<file path="config.mk">
export PLATFORM = sky130hd
export DESIGN_NAME = stopwatch_core
export DESIGN_NICKNAME = d
export VERILOG_FILES = /design/src/rtl/stopwatch_core.sv
export SDC_FILE = /design/constraint.sdc
export NUM_CORES = 1
export LEC_CHECK = 0
export CAP_MARGIN = 20
export CORE_MARGIN = 2
export CORE_UTILIZATION = 57
export DETAILED_ROUTE_END_ITERATION = 16
export GPL_TIMING_DRIVEN = 0
export HOLD_SLACK_MARGIN = 0.08
export PLACE_DENSITY_LB_ADDON = 0.15
export SETUP_SLACK_MARGIN = 0.05
export SYNTH_ARGS = -nofsm -noshare
export SYNTH_HDL_FRONTEND = slang
export SYNTH_SLANG_ARGS = --single-unit
</file>
<file path="constraint.sdc">
create_clock -name clk -period 1.85 [get_ports clk]
set_input_delay 0.2775 -clock clk [delete_from_list [all_inputs] [get_ports clk]]
set_output_delay 0.2775 -clock clk [all_outputs]
set_load 0.05 [all_outputs]
</file>
<file path="src/rtl/stopwatch_core.sv">
// Stopwatch core: BCD mm:ss.cc counter with run/pause/lap control driven by
// single-cycle button requests and a 100 Hz count enable.
module stopwatch_core #(
    parameter int MAX_MIN = 59
) (
    input  logic        clk,
    input  logic        rst_n,
    input  logic        tick_100hz,
    input  logic        btn_ss,
    input  logic        btn_lap,
    input  logic        btn_clr,
    output logic [23:0] disp_bcd,
    output logic        running,
    output logic        lap_active,
    output logic        overflow
);

    typedef enum logic [1:0] {IDLE, RUN, PAUSE, LAP} state_t;

    // Digit order, low to high: cs_u, cs_t, sec_u, sec_t, min_u, min_t
    localparam logic [5:0][3:0] DIGIT_LIM = {4'd9, 4'd9, 4'd5, 4'd9, 4'd9, 4'd9};
    localparam logic [3:0] MAX_MIN_T = 4'(MAX_MIN / 10);
    localparam logic [3:0] MAX_MIN_U = 4'(MAX_MIN % 10);
    localparam logic [5:0][3:0] MAX_COUNT = {MAX_MIN_T, MAX_MIN_U, 4'd5, 4'd9, 4'd9, 4'd9};

    state_t           state_reg, state_next;
    logic [5:0][3:0]  count_reg, count_next, count_inc;
    logic [5:0][3:0]  lap_reg, lap_next;
    logic             overflow_reg, overflow_next;
    logic [23:0]      disp_reg;
    logic             running_reg, lap_active_reg;
    logic [6:0]       carry;

    assign carry[0] = 1'b1;

    // Ripple BCD increment; each digit rolls to zero and carries at its limit
    generate
        for (genvar gi = 0; gi < 6; gi++) begin : g_digit
            logic at_lim;
            assign at_lim        = (count_reg[gi] == DIGIT_LIM[gi]);
            assign carry[gi+1]   = carry[gi] & at_lim;
            assign count_inc[gi] = !carry[gi] ? count_reg[gi] :
                                   (at_lim ? 4'd0 : count_reg[gi] + 4'd1);
        end
    endgenerate

    always_comb begin
        state_next    = state_reg;
        count_next    = count_reg;
        lap_next      = lap_reg;
        overflow_next = overflow_reg;
        if (btn_clr) begin
            state_next    = IDLE;
            count_next    = '0;
            lap_next      = '0;
            overflow_next = 1'b0;
        end else begin
            // Tick is judged against the state before any transition this cycle
            if (tick_100hz && (state_reg == RUN || state_reg == LAP)) begin
                if (count_reg == MAX_COUNT) begin
                    count_next    = '0;
                    overflow_next = 1'b1;
                end else begin
                    count_next = count_inc;
                end
            end
            if (btn_ss) begin
                case (state_reg)
                    IDLE:    state_next = RUN;
                    RUN:     state_next = PAUSE;
                    PAUSE:   state_next = RUN;
                    LAP:     state_next = PAUSE;
                    default: state_next = IDLE;
                endcase
            end else if (btn_lap) begin
                case (state_reg)
                    RUN: begin
                        state_next = LAP;
                        lap_next   = count_reg;
                    end
                    LAP:     state_next = RUN;
                    PAUSE: begin
                        state_next    = IDLE;
                        count_next    = '0;
                        overflow_next = 1'b0;
                    end
                    default: state_next = state_reg;
                endcase
            end
        end
    end

    always_ff @(posedge clk or negedge rst_n) begin
        if (!rst_n) begin
            state_reg      <= IDLE;
            count_reg      <= '0;
            lap_reg        <= '0;
            overflow_reg   <= 1'b0;
            disp_reg       <= '0;
            running_reg    <= 1'b0;
            lap_active_reg <= 1'b0;
        end else begin
            state_reg      <= state_next;
            count_reg      <= count_next;
            lap_reg        <= lap_next;
            overflow_reg   <= overflow_next;
            disp_reg       <= (state_reg == LAP) ? lap_reg : count_reg;
            running_reg    <= (state_reg == RUN) || (state_reg == LAP);
            lap_active_reg <= (state_reg == LAP);
        end
    end

    assign disp_bcd   = disp_reg;
    assign running    = running_reg;
    assign lap_active = lap_active_reg;
    assign overflow   = overflow_reg;

endmodule

</file>
### Word level (Yosys, flattened, before mapping)

Cells that the tools add are included.

* logic and storage cells: 82
* input bits: 6
* output and inout port bits: 27
* register bits: 77

* $add $sub $neg: 6
* eq/ne operators: 11
* reduce and logical (&&, ||, !) cells: 11
* bitwise gates (word level): 4
* muxes and demuxes: 33

Operator list (number)
* $mux 24: 11
* $mux 4: 11
* $add 4x1->4 const B: 6
* $eq 24x23->1 const B: 1
* $eq 4x4->1 const B: 5
* $mux 1: 6
* $mux 2: 3
* $pmux 2 s3: 1
* $reduce_bool 5->1: 1
* $and 1x1->1: 4
* $eq 2x2->1 const B: 2
* $eq 4x3->1 const B: 1
* $pmux 2 s2: 1
* $reduce_bool 2->1: 2
* $reduce_or 2->1: 2
* $reduce_and 3->1: 1
* $reduce_bool 3->1: 1
* $eq 2x1->1 const B: 1
* $logic_not 2->1: 1
* $ne 2x1->1 const B: 1
* $reduce_and 2->1: 1
* $logic_and 1x1->1: 1
* $logic_or 1x1->1: 1

### Logic depth before layout (Yosys ltp)

* word-level depth: 12
* gate-level depth with buffers: 7
* mapped depth without buffers: 6

### Worst setup path after synthesis

OpenSTA, ideal clock, no wires.

* path type: reg2reg
* start point: register count_reg[9] (netlist name)
* end point: register count_reg[23] (netlist name)
* stages on the path, launching flop included: 8
* slack: 0.148 ns
* path buffers: 1
* data arrival time: 1.620 ns
* data required time: 1.768 ns
* path through: dfrtp_1 inv_1 ha_1 and3b_1 buf_2 nand4_2 or4_1 a31oi_1

RTL lines
* from (decl): RTL line 27 `logic [5:0][3:0] count_reg, count_next, count_inc;`
* from (signal assigned): RTL line 104 `count_reg <= count_next;`

==> results.md <==
- The flow ran to the end, and the final reports show no timing, DRC or antenna violations.
- For this run, design rule violations remaining after detail routing come to 0.
- Including well taps, the total number of placed cells is 446.
- At the pin with the least slew margin, the transition time is 684 ps.
- The total negative slack for setup checks is 0 ps.
- The placed cell area is 3960 um^2.
- Using the TritonRoute via totals, the vias-per-cell ratio works out to 5.71.
- The wire length of the first global-routing pass is 13000 um.
- The initial antenna violation count is 0.
- The repair_antennas step left the layout with diodes totalling 0.
- The share of the Yosys chip area taken by registers is 0.546.
- Sorting the synthesized cells by area gives the leading types as sky130_fd_sc_hd__dfrtp_1, sky130_fd_sc_hd__nand2_1, sky130_fd_sc_hd__mux2_2, sky130_fd_sc_hd__a21oi_1, sky130_fd_sc_hd__ha_1.
- Setup violations remaining at the end of the flow were counted as 0.
- The commonest non-fill, non-tap cell in the layout is sky130_fd_sc_hd__dfrtp_1.
- The number of nets in the synthesized netlist is 355.
- In this run the horizontal extent of the chip is 82.7 um.
- The critical path data required time is 2110 ps.
- The max-cap violation count is 0.
- After filler insertion, the fill cell instance count of the layout stands at 401.
- STA classifies the critical path startpoint as a register.
- In the layout the commonest cells are sky130_fd_sc_hd__dfrtp_1, sky130_fd_sc_hd__nand2_1, sky130_fd_sc_hd__a21oi_1, sky130_fd_sc_hd__mux2_2.
- The start-to-end type of the worst setup path is register to register.
- Entering global routing, the biggest net connects 56 pins.
- The buffer cell driving the clock tree root is sky130_fd_sc_hd__clkbuf_8.
- The count of buffers from port buffering is 31.
- The minimum setup slack among reg-to-reg paths is 50 ps.
- The worst clock skew is 9.88 ps.
- The final route contains 2735 vias.
- Routability-driven placement finished with a final weighted congestion of 0.794.
- The deepest level of the CTS H-tree is 3.
- On the worst path, the slowest cell contributes a delay of 520 ps.
- The number of hold-slack violations in the final timing report is 0.
- Setup repair after global routing could not meet its margin everywhere.
- In the final layout, the share of cells above drive strength 1 is 0.240.
- Of the available clock period, the critical path in the final layout requires 0.973.
- The number of clock buffers inserted by TritonCTS is 9.
- The detail route stage leaves a number of antenna-violating nets equal to 0.
- The net switching power of the design is 0.775 mW.
- The final layout contains routed wiring with a total length of 8020 um.
- The number of distinct library cells after synthesis is 42.
- The maximum fanout count along the critical path is 6.
- The final critical-path required period is 1800 ps.
- In the global route stage, overall resource usage came out at 0.256.
- The TritonCTS clock tree is built.
- The number of rows created at floorplan is 28.
- For this run the aggregate overflow at the end of global routing stands at 0.
- For this run, the detailed router's first-pass iteration total came to 5.
- The synthesized instance count is 339.
- The synthesized design contains 77 register bits.
- The cell taking the most area after synthesis is sky130_fd_sc_hd__dfrtp_1.
- After synthesis, the share of flip-flops with an asynchronous set or reset is 1.00.
- Traced cell by cell, the critical path runs through inv_2 > ha_4 > and3b_1 > buf_6 > nand2_8 > or4_1 > a31oi_1.
- In this run the cell area of the synthesized design comes to 3530 um^2.
- The iteration-0 DRC count of the detailed router is 135.
- For met2 alone, demand over resource in global routing was 0.397.
- The post-layout net count is 415.
- The design draws 3.28 mW.
- The power per standard cell area is 727 nW/um^2.
- The clock share of power is 0.421.
- The clock transition at the registers of the reported paths is 90 ps.
- The initial utilization of the core area, before any placement, comes to 0.593.
- The final cell area excluding filler cells is 4520 um^2.
- The worst setup path is captured at a register.
- In this design, the largest share of critical-path delay is due to simple AND/OR/NAND/NOR gates.
- For this run, global-route usage on met1 was measured as 0.365.
- The critical path data arrival time is 2060 ps.
- For this run, the number of Yosys warnings is 0.
- The sum of buffers and inverters on the critical path is 2.
- The total die area is 6840 um^2.
- The floorplan step defined a core boundary enclosing 5960 um^2.
- The share of power burned in registers is 0.519.
- The worst slew slack as a fraction of its limit is 0.544.
- Of the total power, the share spent switching nets is 0.236.
- The worst-case IR drop observed on VDD is 608 uV.
- Dividing the synthesized area by the synthesized cell count gives 10.4 um^2.
- Relative to the synthesized area, the layout overhead comes to 27.9%.
- For the worst-skew pair, the clock arrives at the later sink with an insertion delay of 350 ps.
- The top-level port count is 33.
- Hold timing on the final database bottoms out at a slack of 309 ps.
- The final cell count without fillers is 479.
- The max-slew violation total from the final report is 0.
- The maximum clock insertion buffer count is 2.
- The number of sinks driven by the clock tree is 77.
- The HPWL after detailed placement is 4860 um.
- The smallest setup slack after layout is 50.7 ps.
- The internal power summed over all cells is 2.51 mW.
- The average wire length per cell after detail routing is 16.7 um.
- The share of power burned in combinational logic is 0.060.
- The via count of the first global-routing pass is 2627.
- The dominant register cell in the synthesized netlist is sky130_fd_sc_hd__dfrtp_1.
- In the global route stage, met3 resource usage came out at 0.0554.
- For this run, the share of the core covered by cells in the final layout is 0.758.
- For this design, the slowest cell found on the critical path is sky130_fd_sc_hd__or4_1.
- The worst min-delay path class is primary input to register.
- Based on the critical path, the design can be clocked at up to 556 MHz.
- The layer carrying the most global-route usage is met2.
- The leakage component of the power is 2.18 nW.
- The number of enable flip-flop cells after synthesis is 0.
- OpenSTA, run right after detailed placement, puts the worst setup slack at -339 ps.
- Measured along the y axis, the die boundary spans 82.7 um.
- The share of synthesized area in the top cell type comes to 0.546.
[synthesized netlist by cell type (all sizes together) (4+ instances only)]
| cell | count |
|---|---|
| nor3 | 6 |
| and3b | 4 |
| nor2b | 4 |
| mux2i | 6 |
| a21oi | 36 |
| clkbuf | 15 |
| nand4 | 4 |
| dfrtp | 77 |
| nor4 | 6 |
| nor2 | 19 |
| o21ai | 13 |
| nand2 | 62 |
| mux2 | 19 |
| buf | 6 |
| nand3b | 4 |
| nand2b | 4 |
| inv | 8 |
| ha | 10 |
[power groups by stage]
stage	Clock (mW)	Combinational (mW)	Sequential, mW
floorplan	0	0.0701	1.76
global placement	0	0.174	1.74
detailed placement	0	0.185	1.74
CTS	1.40	0.192	1.70
global route	1.48	0.217	1.71
finish	1.38	0.197	1.70
[worst paths after layout]
kind / start / end / depth (start not counted)
worst max-delay path: count_reg[17] / count_reg[23] / 7
worst min-delay path: btn_clr / lap_reg[7] / 2
worst max register to register: count_reg[17] / count_reg[23] / 7
worst min register to register: lap_reg[9] / disp_bcd[9] / 2
max in group asynchronous: rst_n / count_reg[22] / 3
min in group asynchronous: rst_n / disp_bcd[9] / 2
[logic make-up (layout without fill, tap and decap cells)]
logic type | count (synthesis) | count (layout) | share of synthesized area
compound gates | 62 | 62 | 0.102
mux | 25 | 25 | 0.0776
buf+inv | 29 | 94 | 0.0340
simple gates | 131 | 131 | 0.193
flops | 77 | 77 | 0.546
xor+xnor | 5 | 5 | 0.0124
fa+ha+maj | 10 | 10 | 0.0354
[layer usage]
| metal | up-vias | wire length [um] | share of wire |
|---|---|---|---|
| li1 | 1296 | - | - |
| met1 | 1366 | 3740 | 0.47 |
| met2 | 59 | 3870 | 0.48 |
| met3 | 14 | 282 | 0.035 |
| met4 | 0 | 129 | 0.016 |
| met5 | - | 0 | 0 |
[final cells by class]
cell class	instances	area [um^2]	share of cell area
Tap cell	75	93.8	0.0208
Inverter	8	30.0	0.00665
Sequential cell	77	1930	0.428
Buffer	21	109	0.0241
Multi-Input combinational cell	233	1640	0.363
Timing Repair Buffer	49	495	0.110
Clock buffer	9	124	0.0274
Clock inverter	7	90.1	0.0200
[what timing repair did]
action | CTS | global route
hold endpoints to repair | 22 | 0
pin swaps | 1 | 4
setup buffers | 8 | 8
resized for setup | 22 | 39
hold buffers | 1 | 0
setup endpoints to repair | 18 | 33
No activity file was read; power rests on OpenSTA's default activity.
